`src/rtl/mem_bridge.sv`:
```
// mem_bridge: single-outstanding bridge between a multicycle CPU datapath and
// an external handshaked memory.
//
// The bridge captures a read or write request from the controller, presents
// it on the external bus until mem_ack arrives, then returns the read byte on
// memdata and merges it into the selected instruction-register byte lanes.
// While an access is in progress, stall tells the controller to hold its state.
//
// Optional feature: define MEM_BRIDGE_TIMEOUT_EN to abort an access that has
// been waiting TIMEOUT_CYCLES BUSY cycles without mem_ack. An aborted access
// returns memdata=8'hFF and sets the sticky timeout flag. Without the macro,
// BUSY waits forever for mem_ack and timeout is tied low.
//
// Ports
//   clk        : clock; all state changes on the rising edge
//   rst        : asynchronous active-high reset
//   memread    : read request from the controller
//   memwrite   : write request from the controller (wins over memread)
//   adr        : request address
//   writedata  : store data
//   irwrite    : one-hot IR byte-lane enables, applied on read completion
//   mem_req    : external request strobe (high during BUSY)
//   mem_we     : external write enable, valid with mem_req
//   mem_addr   : external address, holds the last captured value
//   mem_wdata  : external write data, holds the last captured value
//   mem_rdata  : external read data, sampled on mem_ack
//   mem_ack    : external completion pulse; ignored outside BUSY
//   memdata    : last completed read byte
//   instr      : assembled instruction register
//   op         : opcode field instr[31:26]
//   stall      : controller must hold its state while high
//   timeout    : sticky access-abort flag
module mem_bridge #(
  parameter int ADDR_W         = 8,
  parameter int TIMEOUT_CYCLES = 255
) (
  input  logic              clk,
  input  logic              rst,
  input  logic              memread,
  input  logic              memwrite,
  input  logic [ADDR_W-1:0] adr,
  input  logic [7:0]        writedata,
  input  logic [3:0]        irwrite,
  output logic              mem_req,
  output logic              mem_we,
  output logic [ADDR_W-1:0] mem_addr,
  output logic [7:0]        mem_wdata,
  input  logic [7:0]        mem_rdata,
  input  logic              mem_ack,
  output logic [7:0]        memdata,
  output logic [31:0]       instr,
  output logic [5:0]        op,
  output logic              stall,
  output logic              timeout
);

  typedef enum logic [1:0] {
    IDLE = 2'd0,
    BUSY = 2'd1,
    DONE = 2'd2
  } state_t;

  state_t              state_reg, state_next;
  logic [ADDR_W-1:0]   addr_reg;
  logic [7:0]          wdata_reg;
  logic                we_reg;
  logic [3:0]          lanes_reg;
  logic [7:0]          memdata_reg;

  logic                capture;    // accept a request this cycle
  logic                load_read;  // read completes this cycle
  logic                abort;      // access abandoned by the wait limit

  logic                request;
  assign request = memread | memwrite;

`ifdef MEM_BRIDGE_TIMEOUT_EN
  localparam logic [7:0] TMO_LAST = 8'(TIMEOUT_CYCLES - 1);
  logic [7:0] wait_cnt_reg;
  logic       timeout_reg;
  logic       tmo_hit;
  // The current BUSY cycle is the TIMEOUT_CYCLES-th one without ack.
  assign tmo_hit = (wait_cnt_reg == TMO_LAST);
`endif

  // Next-state and per-cycle control strobes.
  always_comb begin
    state_next = state_reg;
    capture    = 1'b0;
    load_read  = 1'b0;
    abort      = 1'b0;
    case (state_reg)
      IDLE: begin
        if (request) begin
          capture    = 1'b1;
          state_next = BUSY;
        end
      end
      BUSY: begin
        if (mem_ack) begin
          load_read  = ~we_reg;
          state_next = DONE;
        end
`ifdef MEM_BRIDGE_TIMEOUT_EN
        else if (tmo_hit) begin
          abort      = 1'b1;
          state_next = DONE;
        end
`endif
      end
      DONE:    state_next = IDLE;
      default: state_next = IDLE;
    endcase
  end

  always_ff @(posedge clk or posedge rst) begin
    if (rst) begin
      state_reg   <= IDLE;
      addr_reg    <= '0;
      wdata_reg   <= '0;
      we_reg      <= 1'b0;
      lanes_reg   <= '0;
      memdata_reg <= '0;
    end else begin
      state_reg <= state_next;
      if (capture) begin
        addr_reg  <= adr;
        wdata_reg <= writedata;
        we_reg    <= memwrite;  // write wins when both requests are high
        lanes_reg <= irwrite;
      end
      if (load_read)
        memdata_reg <= mem_rdata;
      else if (abort)
        memdata_reg <= 8'hFF;
    end
  end

  // One register per IR byte lane; each loads only on a completed read with
  // its captured enable set.
  for (genvar gi = 0; gi < 4; gi++) begin : g_lane
    logic [7:0] lane_reg;
    always_ff @(posedge clk or posedge rst) begin
      if (rst)
        lane_reg <= '0;
      else if (load_read && lanes_reg[gi])
        lane_reg <= mem_rdata;
    end
    assign instr[8*gi +: 8] = lane_reg;
  end

`ifdef MEM_BRIDGE_TIMEOUT_EN
  always_ff @(posedge clk or posedge rst) begin
    if (rst) begin
      wait_cnt_reg <= '0;
      timeout_reg  <= 1'b0;
    end else begin
      if (capture)
        wait_cnt_reg <= '0;
      else if (state_reg == BUSY && !mem_ack)
        wait_cnt_reg <= wait_cnt_reg + 8'd1;
      if (abort)
        timeout_reg <= 1'b1;
    end
  end
  assign timeout = timeout_reg;
`else
  assign timeout = 1'b0;
`endif

  // Bus outputs decode the state directly, so an asynchronous reset drops
  // mem_req in the same cycle.
  assign mem_req   = (state_reg == BUSY);
  assign mem_we    = (state_reg == BUSY) & we_reg;
  assign mem_addr  = addr_reg;
  assign mem_wdata = wdata_reg;
  assign memdata   = memdata_reg;
  assign op        = instr[31:26];
  assign stall     = ((state_reg == IDLE) & request) | (state_reg == BUSY);

endmodule

```
`config.mk`:
```
export PLATFORM = sky130hd
export DESIGN_NAME = mem_bridge
export DESIGN_NICKNAME = d
export VERILOG_FILES = /design/src/rtl/mem_bridge.sv
export SDC_FILE = /design/constraint.sdc
export NUM_CORES = 1
export LEC_CHECK = 0
export CAP_MARGIN = 30
export CORE_ASPECT_RATIO = 1.25
export CORE_UTILIZATION = 47
export DETAILED_ROUTE_END_ITERATION = 10
export GPL_TIMING_DRIVEN = 0
export PLACE_DENSITY = 0.95
export SLEW_MARGIN = 10
export SYNTH_ARGS = -nofsm -noshare
export SYNTH_HDL_FRONTEND = slang
export SYNTH_SLANG_ARGS = --single-unit
```
`constraint.sdc`:
```
create_clock -name clk -period 4.44 [get_ports clk]
set_clock_uncertainty 0.2 [all_clocks]
set_input_delay 0.888 -clock clk [delete_from_list [all_inputs] [get_ports clk]]
set_output_delay 0.888 -clock clk [all_outputs]
set_load 0.02 [all_outputs]
```
==> results of run 1 <==
-- layout by cell type, fill, tap and decap left out, drive strengths merged, types with 2 or more instances in the layout --
cell / synthesis / layout
clkdlybuf4s50: 0 / 97
dfrtp: 63 / 63
mux2: 60 / 60
clkbuf: 0 / 13
buf: 10 / 10
nand2: 5 / 5
bufinv: 0 / 2
and2: 2 / 2
inv: 2 / 2
-- worst max-delay path, stage by stage --
cell             delay, ns
clkdlybuf4s50_1       0.42
o21a_1                0.23
buf_4                 0.19
or2_2                 0.28
clkdlybuf4s50_1       0.54
-- layer usage --
layer,routed length [um],share of wire,global-route usage,vias up
met2,2544,0.50,0.3213,74
met1,2089,0.41,0.2525,809
met4,133,0.026,0.1044,0
met5,0,0,0,-
li1,-,-,-,727
met3,317,0.062,0.06793,16
-- cell families after synthesis --
| logic type | synth area share |
|---|---|
| DFF | 0.6210 |
| and+or+nand+nor | 0.04042 |
| other | 0.001477 |
| buffers and inverters | 0.03746 |
| muxes | 0.2898 |
| AOI/OAI and AO/OA | 0.009859 |
-- power by group --
group | total (uW) | leakage, uW | internal (uW) | switching (uW)
Combinational | 1590 | 0.000816 | 903 | 688
Sequential | 1040 | 0.000754 | 864 | 176
Clock | 557 | 0.000114 | 347 | 210
Total | 3190 | 0.00168 | 2110 | 1070
-- layout make-up --
| class | instances | area (um^2) | area share |
|---|---|---|---|
| clock inverter | 3 | 65.06 | 0.01706 |
| clock buffer | 13 | 158.9 | 0.04167 |
| multi-input combinational | 75 | 867.1 | 0.2274 |
| inverter | 2 | 10.01 | 0.002625 |
| sequential | 63 | 1577 | 0.4134 |
| tap | 62 | 77.57 | 0.02034 |
| buffer | 10 | 87.58 | 0.02297 |
| timing repair buffer | 97 | 970.9 | 0.2546 |
-- through the flow --
step | setup WS (ns) | hold slack (ns) | area [um^2] | utilization | power, uW
final | 0.7965 | 0.3015 | 3814 | 0.7402 | 3188
after global routing | 0.7491 | 0.3230 | 3814 | 0.7402 | 3365
after detailed placement | 0.7969 | 0.2941 | 3590 | 0.6967 | 2657
after global placement | 0.7422 | 0.2869 | 3587 | 0.6962 | 2597
after CTS | 0.7865 | 0.3081 | 3814 | 0.7402 | 3221
after floorplan | 1.756 | 0.2771 | 2539 | - | 1916
-- worst paths after layout --
check,startpoint,to,cells past startpoint
setup reg to reg,state_reg[0],mem_wdata[7],4
hold / removal,g_lane[1].lane_reg[3],g_lane[1].lane_reg[3],1
min in group asynchronous,rst,mem_addr[1],2
max in group asynchronous,rst,g_lane[3].lane_reg[0],2
setup / recovery,memwrite,stall,5
hold reg to reg,g_lane[1].lane_reg[3],g_lane[1].lane_reg[3],1
==> key figures, run 1 <==
Cells and area
  – ANT cells: 0
  – P&R area growth vs syn: 50.22%
  – Largest register FFs: 32
  – Fill cells: 338
  – Layout cell share with drive strength beyond 1: 0.3536
  – Non-filler cells, final: 325
  – Layout Nets: 291

CTS
  – Clock tree sinks: 63
  – CTS Hold Bufs: 0
  – CTS H-tree lvls: 3
  – Post-CTS Setup Bufs: 0
  – Inserted Clock Buffers: 9
  – Clk buf depth: 2
  – TritonCTS clock tree: yes
  – Root buffer cell: clkbuf_8
  – Worst-Skew Late Latency: 0.33 ns
  – Clock transition at path regs: 0.06 ns
  – Post_cts resized: 0

Place
  – Number of I/O port buffers: 97
  – DP HPWL: 3649 um
  – Placer congestion estimate: 0.7186
  – DP Cell Count: 309

GRT
  – Vias in the first global route: 1754
  – Antenna violations before repair: 0
  – Total global routing overflow: 0
  – First-pass GRT wire length: 8514 um
  – Pin count of the biggest net entering global routing: 64
  – Total Routing Usage GR: 0.2070

Synth
  – Yosys cell types: 19
  – Yosys warning total: 0
  – Post-Syn Instances: 150
  – #FFs+latches synth: 63
  – Most common cell in the synthesized netlist: dfrtp_1
  – Top cells by area, synth: dfrtp_1 62%, mux2_2 20%, mux2_4 9.5%
  – Syn nets: 183
  – Post-synthesis async set-or-reset flop share: 1.000
  – Cell taking the most area after synthesis: dfrtp_1
  – Mean Syn Cell Area: 16.92 um^2
  – Post-synth EDFFs: 0
  – Synth top area share: 0.6210
  – Top post-synthesis cells by count: 63 x dfrtp_1, 44 x mux2_2, 16 x mux2_4, 9 x buf_4
  – Register area share after synthesis: 0.6210
  – Top FF cell, synth: dfrtp_1
  – Synthesized cell area: 0.002539 mm^2

Detailed routing
  – Number of routed nets with antenna violations: 0
  – First-pass DRT Iterations: 4
  – Post-DR wirelength/cell: 15.65 um
  – Iter 0 DRT Violations: 91
  – Vias: 1626
  – Post-DR vias/cell: 5.003
  – Routed WL: 5086 um
  – DRC errors left: 0

STA
  – Hold Vio Cnt, Final: 0
  – Worst-margin pin slew: 0.7400 ns
  – Setup TNS: 0 ns
  – Min cycle time layout: 3.644 ns
  – Highest clock rate: 274.5 MHz
  – Slew Viols, Final: 0
  – Setup violations, final: 0
  – Part of the cycle the worst path needs: 0.8206
  – RSZ-0062 raised after global routing: no
  – Max-slew headroom: 0.5067

Critical path
  – CP Data Required Time: 3.35 ns
  – CP endpoint kind: output pin
  – Worst path arrival time: 2.56 ns
  – CP Launch Type: input port
  – Crit-path max FO: 10
  – Crit path kind: in -> out
  – Reg2Reg Setup Slack: 2.76 ns

Power and ir drop
  – Static leakage: 0.001683 uW
  – Power density cells: 835.8 mW/mm^2
  – Worst VDD drop: 0.4774 mV

Outcome
  – Status: finished, final reports clean

Hold path
  – HP Class: reg -> reg

Die
  – Die Y: 84.17 um
  – Initial core utilization: 0.4927
  – # rows: 29
  – Core area: 0.005152 mm^2
  – I/O pins: 99
  – Die X: 67.74 um
  – Die area: 0.005701 mm^2

Run
  – Max-Cap Viols: 0
No activity file was read; power rests on OpenSTA's default activity.
==> inputs of run 2 (changes only) <==
- CORE_UTILIZATION: 47 -> 43
- PLACE_DENSITY: 0.95 -> 0.89
- clock period: 4.44 -> 3.7 ns (I/O delays scaled with it)
==> run 2 against run 1 <==
Against the previous run:
- the flow now finishes with violations (design-rule violations)
- worst hold slack better by 0.0056 ns
- via count shrank 0.43%
- clock power shrank 4.3%
- largest power group unchanged
- highest routed layer unchanged
==> key figures, run 2 (synthesis results as in run 1) <==
Critical path
  – RR Startpoint: state_reg[0]
  – Reg2Reg Depth: 4 (unchanged)
  – Worst path arrival time: 2.42 ns (-0.14 ns)
  – CP endpoint: stall
  – Reg2Reg Setup Slack: 1.97 ns (-0.79 ns)
  – CP Data Required Time: 2.76 ns (-0.59 ns)
  – Crit-path max FO: 10 (unchanged)
  – CP Launch Type: input port
  – FF-to-FF End: mem_addr[3]
  – Critical path launch point: memwrite
  – Crit path kind: in -> out
  – CP endpoint kind: output pin

GRT
  – Total global routing overflow: 0 (unchanged)
  – Antenna violations before repair: 0 (unchanged)
  – Pin count of the biggest net entering global routing: 64 (unchanged)
  – First-pass GRT wire length: 8459 um (-0.65%)
  – Busiest layer in global routing: met2
  – Met2 usage: 0.3077 (-0.01364)
  – Vias in the first global route: 1743 (-0.63%)
  – Met3 usage: 0.05639 (-0.01155)
  – Total Routing Usage GR: 0.1830 (-0.02395)
  – M1 GR Usage: 0.2087 (-0.04377)

CTS
  – CTS H-tree lvls: 3 (unchanged)
  – Clock transition at path regs: 0.06 ns (about the same)
  – Post_cts resized: 0 (unchanged)
  – Post-CTS Setup Bufs: 0 (unchanged)
  – Worst-Skew Late Latency: 0.33 ns (about the same)
  – TritonCTS clock tree: yes
  – Clk buf depth: 2 (unchanged)
  – CTS Hold Bufs: 0 (unchanged)
  – Clock tree sinks: 63 (unchanged)
  – Root buffer cell: clkbuf_8
  – Inserted Clock Buffers: 9 (unchanged)

STA
  – Worst-margin pin slew: 0.7647 ns (+0.02467 ns)
  – Hold Vio Cnt, Final: 0 (unchanged)
  – Max-slew headroom: 0.4902 (-0.01644)
  – Min cycle time layout: 3.358 ns
  – Part of the cycle the worst path needs: 0.9075
  – PnR worst setup slack: 0.3421 ns (-0.4543 ns)
  – RSZ-0062 raised after global routing: no
  – Setup TNS: 0 ns (unchanged)
  – Slew Viols, Final: 0 (unchanged)
  – Highest clock rate: 297.8 MHz
  – Setup violations, final: 0 (unchanged)

Place
  – Placer congestion estimate: 0.6368 (-11%)
  – Setup WS pre-CTS: 0.3511 ns (-0.4458 ns)
  – Number of I/O port buffers: 97 (unchanged)
  – DP HPWL: 3617 um (-0.88%)

Power and ir drop
  – Sw Pwr: 1285 uW (+20%)
  – Combinational Power Share: 0.518 (+0.019)
  – Clk network pwr share: 0.145 (-0.030)
  – Sw Ratio: 0.3489 (+0.01195)
  – Sequential share of power: 0.338 (+0.012)
  – Internal Pwr Total: 2398 uW (+13%)
  – Power density cells: 977.2 mW/mm^2 (+17%)
  – Worst VDD drop: 0.4998 mV (+4.7%)
  – Static leakage: 0.001659 uW (-1.4%)

Detailed routing
  – Post-DR wirelength/cell: 15.58 um (-0.42%)
  – Number of routed nets with antenna violations: 0 (unchanged)
  – DRC errors left: 13 (+13)
  – Routed WL: 5096 um (+0.20%)
  – Vias: 1619 (-0.43%)
  – Iter 0 DRT Violations: 78 (-14%)
  – Post-DR vias/cell: 4.951 (-1.0%)
  – First-pass DRT Iterations: 6 (+2)

Cells and area
  – ANT cells: 0 (unchanged)
  – Largest register FFs: 32 (unchanged)
  – P&R area growth vs syn: 48.45%
  – Most frequent cells in the layout: 97 x clkdlybuf4s50_1, 63 x dfrtp_1, 44 x mux2_2
  – Layout Nets: 291 (unchanged)
  – Commonest non-fill, non-tap cell in the layout: clkdlybuf4s50_1
  – Layout cell share with drive strength beyond 1: 0.3536 (unchanged)
  – Fin util: 0.6784 (-0.06179)

Die
  – Die X: 70.73 um (+4.4%)
  – Die Y: 87.91 um (+4.4%)
  – Die area: 0.006217 mm^2 (+9.0%)
  – # rows: 30 (+3.4%)
  – Core area: 0.005555 mm^2 (+7.8%)
  – I/O pins: 99 (unchanged)
  – Initial core utilization: 0.4570 (-0.03573)

Outcome
  – Violated checks: design-rule violations
  – Status: finished, violations left

Hold path
  – Hold path depth: 1 (unchanged)
  – HP Class: reg -> reg

Run
  – Max-Cap Viols: 0 (unchanged)
run 2: changes by cell type in the layout (fill, tap and decap cells not counted), sizes merged:
cell / before / now
clkinvlp: 0 / 1
bufinv: 2 / 0
clkinv: 1 / 2
run 2: worst max-delay path, cell delays in order:
cell and delay, ns:
clkdlybuf4s50_1 0.42, o21a_1 0.24, buf_4 0.19, or2_2 0.28, clkdlybuf4s50_1 0.54
run 2: cell type report:
class | count | area (um^2)
Clock inverter | 3 | 17.52
Clock buffer | 13 | 158.9
Inverter | 2 | 10.01
Fill cell | 408 | 1787
Timing Repair Buffer | 97 | 970.9
Buffer | 10 | 87.58
Multi-Input combinational cell | 75 | 867.1
Tap cell | 64 | 80.08
Sequential cell | 63 | 1577
run 2: routing by layer:
layer	part of all wire	wire [um]
met1	0.39	1978
met2	0.51	2616
met3	0.075	384
met4	0.023	116
met5	0	0
run 2: through the flow:
stage                     power (uW)  instances  cell area (um^2)  hold WS [ns]
after detailed placement        3184        311              3592        0.2940
after floorplan                 2299        150              2539        0.2771
after global routing            3876        327              3769        0.3185
final                           3683        327              3769        0.3071
after global placement          3123        311              3590        0.2877
after CTS                       3720        327              3769        0.3087
run 2: how the worst min path moves through the flow:
stage | startpoint | to | slack, ns
floorplan | we_reg | we_reg | 0.28
global placement | g_lane[1].lane_reg[1] | g_lane[1].lane_reg[1] | 0.29
detailed placement | mem_wdata[5] | mem_wdata[5] | 0.29
CTS | g_lane[1].lane_reg[1] | g_lane[1].lane_reg[1] | 0.31
global route | memdata[6] | memdata[6] | 0.32
finish | memdata[6] | memdata[6] | 0.31
run 2: power by group through the flow:
stage | sequential (uW) | clock [uW] | combinational, uW
final | 1240 | 533 | 1910
after global routing | 1290 | 578 | 2010
after CTS | 1250 | 541 | 1930
after detailed placement | 1260 | 0 | 1920
after global placement | 1240 | 0 | 1890
after floorplan | 1610 | 0 | 686
==> inputs of run 3 (changes only) <==
- CELL_PAD_IN_SITES_DETAIL_PLACEMENT: not set -> 1
- CELL_PAD_IN_SITES_GLOBAL_PLACEMENT: not set -> 2
- CORE_UTILIZATION: 43 -> 29
- GPL_ROUTABILITY_DRIVEN: not set -> 0
==> run 3 against run 2 <==
Against the previous run:
- via count is 1.8% higher
- highest routed layer unchanged
- cell count is 16% higher
- setup slack got worse by 0.034 ns
- register-to-register slack worse by 0.04 ns
- non-clock buffer count did not move
- die area rose by 47%
- wire length grew 17%
- the run now ends clean
==> key figures, run 3 (synthesis results as in run 1) <==
Outcome
  – Status: finished, final reports clean

Die
  – Die Y: 106.6 um (+21%)
  – Die X: 85.69 um (+21%)
  – Die area: 0.009134 mm^2 (+47%)
  – Core area: 0.008379 mm^2 (+51%)
  – Initial core utilization: 0.3030 (-0.1540)
  – # rows: 37 (+23%)
  – I/O pins: 99 (unchanged)

Detailed routing
  – Post-DR vias/cell: 4.360 (-12%)
  – DRC errors left: 0 (-13)
  – First-pass DRT Iterations: 4 (-2)
  – Number of routed nets with antenna violations: 0 (unchanged)
  – Iter 0 DRT Violations: 40 (-49%)
  – Routed WL: 5982 um (+17%)
  – Vias: 1648 (+1.8%)
  – Post-DR wirelength/cell: 15.83 um (+1.5%)

STA
  – Setup TNS: 0 ns (unchanged)
  – Setup violations, final: 0 (unchanged)
  – Min cycle time layout: 3.392 ns (+0.03376 ns)
  – Hold Vio Cnt, Final: 0 (unchanged)
  – Slew Viols, Final: 0 (unchanged)
  – Max-slew headroom: 0.4734 (-0.01686)
  – Part of the cycle the worst path needs: 0.9167 (+0.009126)
  – Worst-margin pin slew: 0.7900 ns (+0.02530 ns)
  – RSZ-0062 raised after global routing: no
  – Highest clock rate: 294.8 MHz (-1.0%)

Critical path
  – FF-to-FF End: mem_addr[2]
  – Reg2Reg Depth: 4 (unchanged)
  – CP Launch Type: input port
  – Reg2Reg Setup Slack: 1.93 ns (-0.04 ns)
  – CP endpoint kind: output pin
  – CP Data Required Time: 2.76 ns (about the same)
  – Crit-path max FO: 10 (unchanged)
  – Crit path kind: in -> out
  – RR Startpoint: state_reg[0]
  – Worst path arrival time: 2.45 ns (+0.03 ns)

Power and ir drop
  – Sw Pwr: 1300 uW (+1.1%)
  – Static leakage: 0.001655 uW (-0.24%)
  – Sw Ratio: 0.3520 (+0.003100)
  – Sequential share of power: 0.340 (+0.002)
  – Pwr Total: 3692 uW (+0.25%)
  – Worst VDD drop: 0.4409 mV (-12%)
  – Combinational Power Share: 0.520 (+0.002)
  – Power density cells: 965.9 mW/mm^2 (-1.2%)
  – Clk network pwr share: 0.140 (-0.005)
  – Internal Pwr Total: 2392 uW (-0.23%)

GRT
  – Vias in the first global route: 1808 (+3.7%)
  – Pin count of the biggest net entering global routing: 64 (unchanged)
  – Total global routing overflow: 0 (unchanged)
  – Total Routing Usage GR: 0.1402 (-0.04280)
  – Antenna violations before repair: 0 (unchanged)
  – First-pass GRT wire length: 9618 um (+14%)

Hold path
  – Hold EP: memdata[3]
  – HP Class: reg -> reg
  – Hold path startpoint: memdata[3]
  – Hold path depth: 1 (unchanged)

CTS
  – Clock tree sinks: 63 (unchanged)
  – Clk buf depth: 2 (unchanged)
  – CTS Hold Bufs: 0 (unchanged)
  – CTS H-tree lvls: 3 (unchanged)
  – Inserted Clock Buffers: 9 (unchanged)
  – Root buffer cell: clkbuf_8
  – Worst-Skew Late Latency: 0.32 ns (about the same)
  – Clock transition at path regs: 0.06 ns (about the same)
  – Post-CTS Setup Bufs: 0 (unchanged)
  – Post_cts resized: 0 (unchanged)
  – TritonCTS clock tree: yes

Cells and area
  – P&R area growth vs syn: 50.57%
  – Most frequent cells in the layout: 97 x clkdlybuf4s50_1, 63 x dfrtp_1, 44 x mux2_2
  – Largest register FFs: 32 (unchanged)
  – Layout Nets: 291 (unchanged)
  – Fill cells: 854 (+110%)
  – Finished Cell Area: 0.003822 mm^2 (+1.4%)
  – Fin util: 0.4562 (-0.2222)
  – Layout cell share with drive strength beyond 1: 0.3487 (-0.004953)
  – ANT cells: 0 (unchanged)
  – Commonest non-fill, non-tap cell in the layout: clkdlybuf4s50_1

Place
  – DP HPWL: 4204 um (+16%)
  – Number of I/O port buffers: 97 (unchanged)
  – Placed Area: 0.003659 mm^2 (+1.8%)

Run
  – Max-Cap Viols: 0 (unchanged)
run 3: cell types whose count changed in the layout (fill, tap and decap cells not counted):
| cell | previous run | this run |
|---|---|---|
| clkinvlp_4 | 1 | 0 |
| clkinv_2 | 2 | 1 |
run 3: cell type report:
| type | count | area, um^2 | area share |
|---|---|---|---|
| Clock buffer | 13 | 158.9 | 0.04157 |
| Timing Repair Buffer | 97 | 970.9 | 0.2540 |
| Buffer | 10 | 87.58 | 0.02291 |
| Clock inverter | 1 | 5.005 | 0.001309 |
| Multi-Input combinational cell | 75 | 867.1 | 0.2268 |
| Sequential cell | 63 | 1577 | 0.4124 |
| Tap cell | 117 | 146.4 | 0.03830 |
| Inverter | 2 | 10.01 | 0.002619 |
run 3: worst max-delay path by stage:
stage	slack, ns	start	endpoint	depth (start not counted)
after CTS	0.28	memwrite	stall	5
after global placement	0.03	rst	g_lane[1].lane_reg[7]	2
after floorplan	1.19	rst	g_lane[0].lane_reg[0]	1
final	0.31	memwrite	stall	5
after global routing	0.25	memwrite	stall	5
after detailed placement	0.29	memwrite	stall	5
run 3: critical path, stage by stage:
cell	delay [ns]
clkdlybuf4s50_1	0.43
o21a_1	0.26
buf_4	0.20
or2_2	0.28
clkdlybuf4s50_1	0.54
run 3: metal layers:
layer	track usage	vias to the layer above	share of wire
met1	0.1748	829	0.43
met4	0.06190	0	0.017
met3	0.04465	11	0.067
met5	0	-	0
li1	-	731	-
met2	0.2223	77	0.49
run 3: power by group through the flow:
stage / Clock (uW) / Sequential, uW / Combinational [uW]
2_1_floorplan: 0 / 1610 / 686
3_3_place_gp: 0 / 1250 / 1900
3_5_place_dp: 0 / 1270 / 1940
4_1_cts: 537 / 1260 / 1950
5_1_grt: 569 / 1300 / 2030
6_report: 518 / 1260 / 1920
run 3: per-stage QoR:
| stage | setup WS (ns) | hold WS (ns) | cells |
|---|---|---|---|
| 4_1_cts | 0.2842 | 0.3106 | 378 |
| 5_1_grt | 0.2455 | 0.3197 | 378 |
| 6_report | 0.3084 | 0.3081 | 378 |
| 3_5_place_dp | 0.2921 | 0.2958 | 364 |
| 3_3_place_gp | 0.02797 | 0.2872 | 364 |
| 2_1_floorplan | 1.190 | 0.2771 | 150 |
